### src/rtl/sdm_interpolator.sv
// Linear-interpolating upsampler feeding the sigma-delta modulator: one PCM sample in
// per 2**RATIO_LOG2 clocks, one interpolated sample out per clock.
module sdm_interpolator #(
    parameter int DW         = 16,
    parameter int RATIO_LOG2 = 6
) (
    input  logic                 clk,
    input  logic                 rst,
    input  logic                 s_valid,
    output logic                 s_ready,
    input  logic signed [DW-1:0] s_data,
    output logic                 valid_out,
    output logic signed [DW-1:0] dout,
    output logic                 underrun
);

    localparam int AW = DW + RATIO_LOG2;
    localparam int PW = RATIO_LOG2 + 1;
    localparam logic [PW-1:0] R = PW'(1 << RATIO_LOG2);

    typedef enum logic [1:0] {IDLE, RUN, HOLD} state_t;

    state_t               state;
    logic [PW-1:0]        phase;
    logic signed [DW-1:0] base;
    logic signed [DW-1:0] target;
    logic signed [DW-1:0] next;
    logic                 next_full;
    logic signed [DW:0]   step;
    logic signed [AW-1:0] acc;

    logic                 load_now;
    logic                 accept;
    logic signed [DW-1:0] a_new;
    logic signed [DW:0]   step_new;
    logic signed [AW-1:0] acc_load;
    logic signed [AW-1:0] acc_inc;

    always_comb begin
        load_now = next_full && (state != RUN || phase == R);
        s_ready  = !next_full || load_now;
        accept   = s_valid && s_ready;
        // A segment ending in RUN starts the next one from its own target
        a_new    = (state == RUN) ? target : base;
        step_new = {next[DW-1], next} - {a_new[DW-1], a_new};
        acc_load = {a_new, {RATIO_LOG2{1'b0}}} + {{(RATIO_LOG2-1){step_new[DW]}}, step_new};
        acc_inc  = acc + {{(RATIO_LOG2-1){step[DW]}}, step};
    end

    always_ff @(posedge clk or posedge rst) begin
        if (rst) begin
            state     <= IDLE;
            phase     <= '0;
            base      <= '0;
            target    <= '0;
            next      <= '0;
            next_full <= 1'b0;
            step      <= '0;
            acc       <= '0;
            dout      <= '0;
            valid_out <= 1'b0;
            underrun  <= 1'b0;
        end else begin
            if (accept)
                next <= s_data;
            next_full <= accept || (next_full && !load_now);
            underrun  <= 1'b0;

            if (load_now) begin
                state     <= RUN;
                phase     <= PW'(1);
                base      <= a_new;
                target    <= next;
                step      <= step_new;
                acc       <= acc_load;
                dout      <= acc_load[AW-1:RATIO_LOG2];
                valid_out <= 1'b1;
            end else begin
                case (state)
                    IDLE: begin
                        valid_out <= 1'b0;
                        dout      <= '0;
                    end
                    RUN: begin
                        if (phase == R) begin
                            state    <= HOLD;
                            underrun <= 1'b1;
                            base     <= target;
                            dout     <= target;
                        end else begin
                            phase <= phase + 1'b1;
                            acc   <= acc_inc;
                            dout  <= acc_inc[AW-1:RATIO_LOG2];
                        end
                    end
                    HOLD: begin
                        valid_out <= 1'b1;
                    end
                    default: state <= IDLE;
                endcase
            end
        end
    end

endmodule

### config.mk
export PLATFORM = sky130hd
export DESIGN_NAME = sdm_interpolator
export DESIGN_NICKNAME = d
export VERILOG_FILES = /design/src/rtl/sdm_interpolator.sv
export SDC_FILE = /design/constraint.sdc
export NUM_CORES = 1
export LEC_CHECK = 0
export CAP_MARGIN = 30
export CORE_MARGIN = 2
export CORE_UTILIZATION = 50
export CTS_CLUSTER_DIAMETER = 200
export DETAILED_ROUTE_END_ITERATION = 8
export GPL_TIMING_DRIVEN = 0
export PLACE_DENSITY = 0.68
export SYNTH_ARGS = -nofsm -noshare
export SYNTH_HDL_FRONTEND = slang
export SYNTH_SLANG_ARGS = --single-unit
### constraint.sdc
create_clock -name clk -period 9.59 [get_ports clk]
set_input_delay 2.877 -clock clk [delete_from_list [all_inputs] [get_ports clk]]
set_output_delay 2.877 -clock clk [all_outputs]
set_load 0.02 [all_outputs]
==> results.cfg, run 1 <==
[worst_setup_path]
endpoint = dout[13]$_DFFE_PP0P_
critical-path-slowest-cell = buf_1
crit_required_ps = 9890
cp_slowest_stage_delay_ps = 630
crit_path_end_kind = flop
startpoint_type = flop
r2r_end = dout[13]$_DFFE_PP0P_
worst-setup-path-type = reg -> reg
arrival_ps = 6930
rrSetupSlack_ps = 2960
crit_fanout = 10
r2r-start = state[0]$_DFFE_PP0P_
startpoint = state[0]$_DFFE_PP0P_
rr_worst_depth = 28

[power]
p_per_area_nw_per_um2 = 150
vdd_drop_max_uv = 133
leakagePower_nw = 4.25

[cts]
clk_latency_ps = 430
cts_tree = built
numCtsBuffers = 17
ctsResizeCount = 0
h-tree-depth = 4
clockRootBuffer = clkbuf_16
post_cts_buffers = 0
clkTransAtPathRegs_ps = 50
cts_hold_buf = 0
cts.sinks = 115
clockBufferDepth = 2

[place]
dp_cells = 1097
gp_congestion = 0.914
post_dp_cell_area_um2 = 8270
io_buffers = 37
dp_hpwl_um = 15400

[timing]
finalCritPeriodShare_pct = 69.1
setup-tns-final_ps = 0
fmax_mhz = 151
hold_viol_final = 0
setup_viol = 0
slew_viol_final = 0
maxSlewHeadroom_pct = 36.7
rsz0062_at_grt = no
fin_crit_ps = 6630
fin_skew_ps = 10.2
worst_pin_slew_ps = 946

[floorplan]
start_util_pct = 50.7
dieArea_um2 = 16300
core_um2 = 15000
placementRows = 45
die_height_um = 128
io_pins = 38
die_w_um = 128

[routing]
ant_nets = 0
vias_per_cell = 5.88
routedWlPerCell_um = 18.5
first_pass_iters = 5
routed_wl_um = 20900
vias = 6629
drc = 0
drtIter0Drc = 473

[final_layout]
diodes = 0
nets = 990
syn_to_final_growth_pct = 15.8
design_area_um2 = 8830
final_cell_mix = 173 x nand2_1, 115 x dfrtp_1, 59 x o21ai_0, 56 x nor2_1, 47 x a21oi_1
drive_gt1_share_pct = 7.67
post-route-util_pct = 58.8
fillers = 1344
instances_no_fill = 1127
final_common_cell = nand2_1

[synthesis]
synth_edf_count = 0
syn-cell-area_um2 = 7630
syn-num-nets = 933
ys_seq_area_share_pct = 37.7
yosys_warnings = 0
synth-seq-cells = 115
ys.flop_type = dfrtp_1
syn_avg_cell_area_um2 = 8.76
syn_inst = 871
synth_top_cell_by_area = dfrtp_1
synth_area_leaders = dfrtp_1 38%, nand2_1 8.5%, ha_1 6.9%
async_flop_share_pct = 100
yosys.area.top_type_share_pct = 37.7
synth_cell_types = 84

[global_route]
grt_overflow = 0
grt_pass1_vias = 6265
gr-usage-all-layers_pct = 26.5
grt_max_degree = 71
antenna_found_initial = 0
grt_pass1_wl_um = 33100

[hold_path]
worstHoldPathType = reg -> reg
hold_depth = 2

[status]
status = complete, no violations

[flow_run]
maxCapViolations = 0
[cell families (layout without fill, tap and decap cells)]
| group | after synthesis | after routing | synth area share (%) |
|---|---|---|---|
| xor gates and xnor gates | 60 | 60 | 7.17 |
| and+or+nand+nor | 321 | 321 | 19.0 |
| AOI/OAI and AO/OA | 223 | 223 | 19.2 |
| buffers and inverters | 69 | 137 | 3.56 |
| muxes | 37 | 37 | 5.79 |
| adders and majority gates | 46 | 46 | 7.56 |
| DFF | 115 | 115 | 37.7 |
[cell usage after synthesis (4+ instances only)]
| library cell | n |
|---|---|
| nor2b_1 | 10 |
| nor2_1 | 56 |
| o21ai_1 | 10 |
| a21o_1 | 11 |
| a31oi_1 | 10 |
| nand2b_1 | 10 |
| xnor2_1 | 45 |
| nand3_1 | 12 |
| mux2i_1 | 14 |
| clkbuf_1 | 24 |
| and2_1 | 4 |
| o21a_1 | 9 |
| a21boi_0 | 4 |
| o21ai_0 | 59 |
| nor4_1 | 5 |
| nor3b_1 | 6 |
| and3_1 | 8 |
| inv_1 | 38 |
| nor3_1 | 13 |
| nand2_1 | 173 |
| a211oi_1 | 9 |
| o211ai_1 | 8 |
| nand3b_1 | 6 |
| a21oi_1 | 47 |
| xor2_1 | 13 |
| dfrtp_1 | 115 |
| mux2_2 | 17 |
| ha_1 | 42 |
| a22oi_1 | 5 |
| o31ai_1 | 7 |
| a221oi_1 | 4 |
[where the power goes]
part           internal, mW  switching (mW)
sequential            0.494          0.0108
combinational        0.0818           0.120
clock                 0.389           0.229
[flip-flops by register name, indices dropped and copies added (netlist names), 2 cells and up]
signal / count
dout: 16
target: 16
step: 17
next: 16
acc: 22
phase: 7
base: 16
state: 2
[per-layer routing]
metal / vias to the layer above / share of wire (%) / GRT usage (%)
li1: 3187 / - / -
met1: 3204 / 48 / 37.7
met2: 199 / 44 / 40.1
met3: 39 / 5.3 / 5.40
met4: 0 / 2.7 / 10.1
met5: - / 0 / 0
[layout make-up]
type / instances / area (um^2) / area share, %
Buffer: 29 / 121 / 1.37
Clock buffer: 19 / 453 / 5.13
Clock inverter: 11 / 113 / 1.27
Inverter: 40 / 155 / 1.76
Multi-Input combinational cell: 687 / 4480 / 50.7
Sequential cell: 115 / 2880 / 32.6
Tap cell: 188 / 235 / 2.66
Timing Repair Buffer: 38 / 398 / 4.50
[worst max-delay path: cells and delay by family, from the launching register on]
kind,cells,cell delay (ps)
and+or+nand+nor,5,630
DFF,1,550
xor gates and xnor gates,2,350
AOI/OAI and AO/OA,13,2750
adders and majority gates,4,1100
buffers and inverters,4,1100
[worst min-delay path by stage]
stage                              start  slack, ps              endpoint
floorplan           base[10]$_DFFE_PP0P_        450  base[10]$_DFFE_PP0P_
global placement    base[10]$_DFFE_PP0P_        460  base[10]$_DFFE_PP0P_
CTS                 base[10]$_DFFE_PP0P_        480  base[10]$_DFFE_PP0P_
global route        base[10]$_DFFE_PP0P_        490  base[10]$_DFFE_PP0P_
detailed placement  base[13]$_DFFE_PP0P_        460  base[13]$_DFFE_PP0P_
finish              base[10]$_DFFE_PP0P_        470  base[10]$_DFFE_PP0P_
[through the flow]
stage / total power [mW] / hold slack [ps] / worst slack, ps
3_5_place_dp: 0.710 / 462 / 3180
3_3_place_gp: 0.706 / 457 / 1890
2_1_floorplan: 0.659 / 445 / 3670
6_report: 1.32 / 469 / 2960
4_1_cts: 1.32 / 476 / 3070
5_1_grt: 1.37 / 491 / 2590
No activity file was read; power rests on OpenSTA's default activity.
==> run 2: changes to the inputs <==
clock period = 6.6 ns   (was 9.59 ns; I/O delays follow)
==> run 2 against run 1 <==
  * Clock power up 45%
  * Global-route usage unchanged
  * Wire length down 0.14%
  * Critical path depth up 1
  * Power up 45%
  * Design area up 0.18%
==> results.cfg, run 2 (synthesis results as in run 1) <==
[cts]
h-tree-depth = 4
cts.sinks = 115
cts_tree = built
clockBufferDepth = 2
numCtsBuffers = 17
clkTransAtPathRegs_ps = 50
clk_latency_ps = 430
clockRootBuffer = clkbuf_16

[final_layout]
final_common_cell = nand2_1
diodes = 0
drive_gt1_share_pct = 7.97
top_regs = acc: 22 flops, step: 17 flops
instances_no_fill = 1129
syn_to_final_growth_pct = 16.0
largest_register_ffs = 22
final_cell_mix = 173 x nand2_1, 115 x dfrtp_1, 59 x o21ai_0, 56 x nor2_1, 47 x a21oi_1
nets = 992
largest-register = acc

[routing]
drc = 0
drtIter0Drc = 535
routedWlPerCell_um = 18.4
vias = 6625
routed_wl_um = 20800
ant_nets = 0
vias_per_cell = 5.87
first_pass_iters = 5

[floorplan]
io_pins = 38
core_um2 = 15000
placementRows = 45
die_height_um = 128
dieArea_um2 = 16300
start_util_pct = 50.7
die_w_um = 128

[power]
p_switching_mw = 0.521
vdd_drop_max_uv = 194
combPwrFrac_pct = 15.4
power_mw = 1.92
leakagePower_nw = 4.26
swShare_pct = 27.1
p_per_area_nw_per_um2 = 217
p_int_mw = 1.40
pwr-share-clk_pct = 46.5
seq_power_share_pct = 38.1

[hold_path]
worstHoldPathType = reg -> reg
hold_end = base[10]$_DFFE_PP0P_
holdCritStartpoint = base[10]$_DFFE_PP0P_
hold_depth = 2

[global_route]
grt_max_degree = 71
grt_pass1_wl_um = 33100
gr-usage-all-layers_pct = 26.5
antenna_found_initial = 0
grt_overflow = 0
grt_pass1_vias = 6265

[timing]
hold_ws_ps = 470
fin_crit_ps = 6210
finalCritPeriodShare_pct = 94.1
worst_pin_slew_ps = 926
slew_viol_final = 0
maxSlewHeadroom_pct = 38.0
fin_skew_ps = 10.9
fmax_mhz = 161
rsz0062_at_grt = no
hold_viol_final = 0
setup_viol = 0

[worst_setup_path]
rrSetupSlack_ps = 390
cp_slowest_stage_delay_ps = 540
startpoint_type = flop
r2r_end = dout[13]$_DFFE_PP0P_
rr_worst_depth = 29
arrival_ps = 6510
crit_required_ps = 6900
critical-path-slowest-cell = dfrtp_1
r2r-start = state[0]$_DFFE_PP0P_
crit_path_end_kind = flop
worst-setup-path-type = reg -> reg
crit_fanout = 10

[flow_run]
maxCapViolations = 0

[place]
dp_hpwl_um = 15400
gp_congestion = 0.914
dp_cells = 1097
io_buffers = 37

[status]
status = complete, no violations
run 2: layout make-up:
| cell class | count | area (um^2) |
|---|---|---|
| fillers | 1342 | 6180 |
| multi-input cells | 687 | 4480 |
| flip-flops and latches | 115 | 2880 |
| clock buffers | 19 | 453 |
| repair buffers | 40 | 413 |
| well taps | 188 | 235 |
| inverters | 40 | 155 |
| plain buffers | 29 | 123 |
| clock inverters | 11 | 113 |
run 2: how the worst max path moves through the flow:
| stage | endpoint | startpoint | cells after the start | slack, ps |
|---|---|---|---|---|
| after detailed placement | dout[13]$_DFFE_PP0P_ | state[0]$_DFFE_PP0P_ | 28 | 190 |
| after global routing | acc[19]$_DFFE_PP0P_ | state[0]$_DFFE_PP0P_ | 29 | 60 |
| after global placement | target[12]$_DFFE_PP0P_ | rst | 2 | -210 |
| after CTS | dout[13]$_DFFE_PP0P_ | state[0]$_DFFE_PP0P_ | 28 | 80 |
| after floorplan | dout[14]$_DFFE_PP0P_ | state[0]$_DFFE_PP0P_ | 26 | 1490 |
| final | dout[13]$_DFFE_PP0P_ | state[0]$_DFFE_PP0P_ | 29 | 390 |
run 2: power groups by stage:
stage	combinational (mW)	clock [mW]	sequential (mW)
6_report	0.296	0.896	0.733
2_1_floorplan	0.217	0	0.740
4_1_cts	0.290	0.903	0.733
3_5_place_dp	0.287	0	0.745
5_1_grt	0.324	0.934	0.734
3_3_place_gp	0.281	0	0.744
run 2: metrics by stage:
stage | setup TNS, ps | utilization, % | setup slack [ps] | cell area [um^2]
2_1_floorplan | 0 | - | 1490 | 7630
3_3_place_gp | -22990 | 54.8 | -208 | 8230
3_5_place_dp | 0 | 55.0 | 185 | 8270
4_1_cts | 0 | 58.8 | 82.8 | 8830
5_1_grt | 0 | 58.9 | 56.2 | 8850
6_report | 0 | 58.9 | 391 | 8850
run 2: per-layer routing:
| metal | wire (um) | global-route usage, % | up-vias |
|---|---|---|---|
| li1 | - | - | 3186 |
| met1 | 9890 | 37.7 | 3197 |
| met2 | 9190 | 40.1 | 203 |
| met3 | 1170 | 5.40 | 39 |
| met4 | 575 | 10.1 | 0 |
| met5 | 0 | 0 | - |
run 2: worst max-delay path, delay by kind of cell (launching register included):
family,cells,cell delay [ps]
DFF,1,540
xor gates and xnor gates,2,340
AOI/OAI and AO/OA,13,2470
and+or+nand+nor,5,610
adders and majority gates,4,1090
buffers and inverters,5,1010
run 2: timing repair:
action | in CTS | in global routing
endpoints found under the setup margin | 0 | 12
setup buffers | 0 | 2
hold buffers | 0 | 0
gates resized for setup | 0 | 1
==> run 3: changes to the inputs <==
HOLD_SLACK_MARGIN = 0.05   (was not set)
==> results of run 3 <==
No change in the layout: final DEF, timing and power equal those of run 2.
